===== src/rtl/pixel_mixer_pkg.sv =====
// rtl/pixel_mixer_pkg.sv - shared mode encodings and default parameters for pixel_mixer
package pixel_mixer_pkg;

  localparam int CH_W_DEF    = 8;
  localparam int NUM_CH_DEF  = 3;
  localparam int ALPHA_W_DEF = 8;
  localparam int CNT_W_DEF   = 16;

  typedef enum logic [1:0] {
    MODE_XOR    = 2'd0,
    MODE_AVG    = 2'd1,
    MODE_ADDSAT = 2'd2,
    MODE_BLEND  = 2'd3
  } mix_mode_e;

endpackage


===== src/rtl/pixel_mixer_mix_channel.sv =====
// rtl/pixel_mixer_mix_channel.sv - combinational arithmetic for one colour channel
// The alpha input must already be clamped to 2^ALPHA_W by the caller.
module mix_channel
  import pixel_mixer_pkg::*;
#(
  parameter int CH_W    = CH_W_DEF,
  parameter int ALPHA_W = ALPHA_W_DEF
) (
  input  logic [CH_W-1:0]  c1,
  input  logic [CH_W-1:0]  c2,
  input  logic [1:0]       mode,
  input  logic [ALPHA_W:0] a,
  output logic [CH_W-1:0]  y
);

  localparam int PW = CH_W + ALPHA_W + 1;
  localparam logic [ALPHA_W:0] ALPHA_ONE = {1'b1, {ALPHA_W{1'b0}}};

  logic [CH_W:0]    sum;
  logic [ALPHA_W:0] a_inv;
  logic [PW-1:0]    prod1;
  logic [PW-1:0]    prod2;
  logic [PW-1:0]    blend;

  assign sum   = {1'b0, c1} + {1'b0, c2};
  assign a_inv = ALPHA_ONE - a;
  assign prod1 = PW'(c1) * PW'(a);
  assign prod2 = PW'(c2) * PW'(a_inv);
  assign blend = prod1 + prod2;

  always_comb begin
    y = '0;
    case (mix_mode_e'(mode))
      MODE_XOR:    y = c1 ^ c2;
      MODE_AVG:    y = sum[CH_W:1];
      MODE_ADDSAT: y = sum[CH_W] ? {CH_W{1'b1}} : sum[CH_W-1:0];
      MODE_BLEND:  y = blend[ALPHA_W +: CH_W];
      default:     y = '0;
    endcase
  end

endmodule


===== src/rtl/pixel_mixer.sv =====
// rtl/pixel_mixer.sv - two-stage per-channel pixel mixer with valid/ready flow control
// S1 holds operands, S2 holds the result; both stall together on output backpressure.
module pixel_mixer
  import pixel_mixer_pkg::*;
#(
  parameter int CH_W    = CH_W_DEF,
  parameter int NUM_CH  = NUM_CH_DEF,
  parameter int ALPHA_W = ALPHA_W_DEF,
  parameter int CNT_W   = CNT_W_DEF
) (
  input  logic                     clk,
  input  logic                     rst,
  input  logic                     in_valid,
  output logic                     in_ready,
  input  logic [NUM_CH*CH_W-1:0]   color_in1,
  input  logic [NUM_CH*CH_W-1:0]   color_in2,
  input  logic [1:0]               mode,
  input  logic [ALPHA_W:0]         alpha,
  output logic                     out_valid,
  input  logic                     out_ready,
  output logic [NUM_CH*CH_W-1:0]   color_out,
  output logic [CNT_W-1:0]         pix_cnt
);

  localparam int W = NUM_CH * CH_W;
  localparam logic [ALPHA_W:0] ALPHA_ONE = {1'b1, {ALPHA_W{1'b0}}};

  logic             en;
  logic [ALPHA_W:0] alpha_clamped;
  logic [W-1:0]     mixed;

  logic             s1_valid_q, s1_valid_d;
  logic [W-1:0]     s1_c1_q, s1_c1_d;
  logic [W-1:0]     s1_c2_q, s1_c2_d;
  logic [1:0]       s1_mode_q, s1_mode_d;
  logic [ALPHA_W:0] s1_alpha_q, s1_alpha_d;
  logic             out_valid_q, out_valid_d;
  logic [W-1:0]     color_out_q, color_out_d;
  logic [CNT_W-1:0] pix_cnt_q, pix_cnt_d;

  for (genvar g = 0; g < NUM_CH; g++) begin : g_ch
    mix_channel #(
      .CH_W   (CH_W),
      .ALPHA_W(ALPHA_W)
    ) u_mix (
      .c1  (s1_c1_q[g*CH_W +: CH_W]),
      .c2  (s1_c2_q[g*CH_W +: CH_W]),
      .mode(s1_mode_q),
      .a   (s1_alpha_q),
      .y   (mixed[g*CH_W +: CH_W])
    );
  end

  always_comb begin
    en            = !out_valid_q || out_ready;
    alpha_clamped = (alpha > ALPHA_ONE) ? ALPHA_ONE : alpha;

    s1_valid_d  = s1_valid_q;
    s1_c1_d     = s1_c1_q;
    s1_c2_d     = s1_c2_q;
    s1_mode_d   = s1_mode_q;
    s1_alpha_d  = s1_alpha_q;
    out_valid_d = out_valid_q;
    color_out_d = color_out_q;
    pix_cnt_d   = pix_cnt_q;

    // Bubbles travel with the valid bits; data registers load regardless.
    if (en) begin
      s1_valid_d  = in_valid;
      s1_c1_d     = color_in1;
      s1_c2_d     = color_in2;
      s1_mode_d   = mode;
      s1_alpha_d  = alpha_clamped;
      out_valid_d = s1_valid_q;
      color_out_d = mixed;
      if (in_valid) begin
        pix_cnt_d = pix_cnt_q + CNT_W'(1);
      end
    end
  end

  always_ff @(posedge clk or posedge rst) begin
    if (rst) begin
      s1_valid_q  <= 1'b0;
      s1_c1_q     <= '0;
      s1_c2_q     <= '0;
      s1_mode_q   <= '0;
      s1_alpha_q  <= '0;
      out_valid_q <= 1'b0;
      color_out_q <= '0;
      pix_cnt_q   <= '0;
    end else begin
      s1_valid_q  <= s1_valid_d;
      s1_c1_q     <= s1_c1_d;
      s1_c2_q     <= s1_c2_d;
      s1_mode_q   <= s1_mode_d;
      s1_alpha_q  <= s1_alpha_d;
      out_valid_q <= out_valid_d;
      color_out_q <= color_out_d;
      pix_cnt_q   <= pix_cnt_d;
    end
  end

  assign in_ready  = en;
  assign out_valid = out_valid_q;
  assign color_out = color_out_q;
  assign pix_cnt   = pix_cnt_q;

endmodule


===== config.mk =====
export PLATFORM = sky130hd
export DESIGN_NAME = pixel_mixer
export DESIGN_NICKNAME = d
export VERILOG_FILES = /design/src/rtl/pixel_mixer_pkg.sv /design/src/rtl/pixel_mixer_mix_channel.sv /design/src/rtl/pixel_mixer.sv
export SDC_FILE = /design/constraint.sdc
export NUM_CORES = 1
export LEC_CHECK = 0
export CORE_AREA = 2 2 211 213
export CTS_BUF_LIST = sky130_fd_sc_hd__clkbuf_16
export CTS_CLUSTER_SIZE = 28
export DETAILED_ROUTE_END_ITERATION = 8
export DIE_AREA = 0 0 213 215
export PLACE_DENSITY = 0.69
export SKIP_CTS_REPAIR_TIMING = 1
export SKIP_LAST_GASP = 1
export SYNTH_ARGS = -nofsm -noshare
export SYNTH_HDL_FRONTEND = slang
export SYNTH_SLANG_ARGS = --single-unit

===== constraint.sdc =====
create_clock -name clk -period 12.97 [get_ports clk]
set_clock_uncertainty 0.1 [all_clocks]
set_input_delay 1.297 -clock clk [delete_from_list [all_inputs] [get_ports clk]]
set_output_delay 1.297 -clock clk [all_outputs]
set_load 0.02 [all_outputs]

==> metrics.txt <==
PortBufs roughly 100; minimum clock period between 7000 and 8000 ps; Ports 105; initial antenna violation count 0; Core Area 43,640 um^2; # rows 77; Wirelength per Cell 17.31 um; ys async rst share 100.0%; die width ~210 um; CP Data Arrival Time roughly 8100 ps; Pins Over Slew Limit 0; reg2reg path depth 22; first-pass GRT wire length 83,500 um; synthesis-to-layout area growth 9.298%; Netlist Area Pre-Place between 15,000 and 20,000 um^2; cell chain of the critical path buf_4 -> or4_4 -> or3_4 -> xnor2_1 -> buf_4 -> nand2_1 -> fa_1 -> inv_1 -> fa_1 -> fa_1 -> fa_1 -> fa_1 -> inv_1 -> fa_1 -> inv_1 -> ha_1 -> a21o_1 -> a41oi_1 -> nor2_1 -> o41ai_1 -> mux2i_1 -> o22a_1; Clock Tree Buf Depth 2; Final Hold Viols 0; period utilization between 60% and 70%; # setup viols final 0; Post-Route WL roughly 49,000 um; Critical Path End Type flop; Starting Density ~44%; Cells after Synth 2,214; CP delay by family, top adder cells; clk slew on worst S/H paths 80 ps; share of cells above drive strength 1 2.371%; status complete, no violations; TritonRoute pass-1 iters 6; Setup CP Type flop to flop; H-tree depth 3; Slew @ Worst Pin 978.8 ps; total gr overflow 0; Top cell by count, worst path fa_1; Crit Path Max Fanout 29; Hold Crit Class flop to flop; Synth area leader fa_1; Main synth FF type dfrtp_1; Final TNS setup 0 ps; syn nets 2,798; RSZ-0062 raised after global routing false; Yosys cell types 64; area share of the largest cell type after synthesis 33.30%; TritonCTS buffer count 9; # diodes 0; Reg2Reg Launch Point s1_alpha_q[3]; most frequent cells in the layout inv_1 (425), nand2_1 (387), fa_1 (321); DRT iter0 DRCs 981; Yosys reg bits just over 100; Routed Antenna Nets 0; clk root buf clkbuf_16; via count 14.71k; Max-slew headroom a little over a third; EDFF count, synth 0; vias in the first global route 16.14k; Max Clock Freq about 130 MHz; CP bufs+invs 5; Nets 2,814; Clk Latency, worst-skew pair around 390 ps; Max stage delay on crit path 620 ps; Hold EP out_valid; internal reg-to-reg setup slack 5110 ps; Hold Path Depth 1; DRC Markers 0; largest net degree at the start of global routing 75; Post-Syn Area per Cell 8.715 um^2; WP data required 13,190 ps; gr usage total 23.00%; maxcap violations 0; drt via density 5.202; DIE AREA 45,800 um^2; worst reg2reg path endpoint color_out[5]; post-DP HPWL 38,070 um; Worst path slowest cell or4_4; Hold Path Origin s1_valid_q; die height 215 um; total number of yosys warnings 0; Placer Congestion 0.8969; CTS tree yes; synth top area cells fa_1 (33%), dfrtp_1 (13%), ha_1 (13%); Seq/Total Area, Yosys a little over an eighth; clock sinks 101; crit path launch type flop; commonest non-fill, non-tap cell in the layout inv_1
## final cells by class
class	count	area, um^2
Multi-Input combinational cell	1566	14720
Timing Repair Buffer	126	1206
Sequential cell	101	2527
Clock buffer	9	225.2
Tap cell	592	740.7
Clock inverter	7	73.82
Inverter	426	1602
Fill cell	4110	22550
## per-stage QoR
step	instance area, um^2	util [%]	instances	hold slack [ps]	worst slack, ps
after floorplan	19300	-	2214	334.6	6197
after global placement	20790	47.64	2811	355.0	5383
after detailed placement	20790	47.64	2811	359.6	5195
after CTS	21090	48.32	2827	375.6	5148
after global routing	21090	48.32	2827	393.4	4720
final	21090	48.32	2827	371.7	5111
## flip-flops by register name, summed over array words and instances (netlist names)
signal	count
out_valid	1
pix_cnt	16
color_out	24
s1_alpha_q	9
s1_mode_q	2
s1_c1_q	24
s1_c2_q	24
s1_valid_q	1
## per-layer routing
layer	routed length (um)	track usage [%]	vias up	share of wire, %
met2	23290	38.11	555	48
met3	3356	2.835	88	6.9
met1	21030	31.41	7295	43
met5	0	0	-	0
met4	1270	7.040	0	2.6
li1	-	-	6768	-
## cell families (layout without fill, tap and decap cells)
group | after synthesis | count (layout) | share of synthesized area (%)
and+or+nand+nor | 758 | 758 | 19.04
buffers and inverters | 547 | 568 | 10.72
adders and majority gates | 521 | 521 | 46.27
AOI/OAI and AO/OA | 199 | 199 | 6.750
DFF | 101 | 101 | 13.10
xor gates and xnor gates | 80 | 80 | 3.631
muxes | 8 | 8 | 0.4928
## cells in the mapped netlist, types with 16 or more instances
cell        n
inv_1     425
nand2_1   387
fa_1      321
and2_1    240
ha_1      200
clkbuf_1  105
dfrtp_1   101
xnor2_1    57
a21oi_1    47
o21ai_0    44
nor2_1     40
xor2_1     23
nor3_1     17
a21o_1     16
## worst max-delay path by stage
stage / startpoint / to / slack [ps] / depth (start not counted)
floorplan: s1_alpha_q[5] / color_out[12] / 6200 / 23
global placement: s1_alpha_q[3] / color_out[5] / 5380 / 22
detailed placement: s1_alpha_q[3] / color_out[5] / 5200 / 22
CTS: s1_alpha_q[3] / color_out[5] / 5150 / 22
global route: s1_alpha_q[1] / color_out[5] / 4720 / 24
finish: s1_alpha_q[3] / color_out[5] / 5110 / 22
## worst reg2reg max path, delay by kind of cell (launching register included)
family | cells | cell delay [ps]
adder cells (fa/ha/maj) | 7 | 3240
flip-flops | 1 | 370
AO/OA/AOI/OAI | 4 | 1220
XOR/XNOR | 1 | 560
buffers and inverters | 5 | 710
AND/OR/NAND/NOR | 4 | 1350
multiplexers | 1 | 230
Power is left out: the tool's default activity adds up to more than one toggle a clock period on the data nets, which glitch-free logic cannot reach.
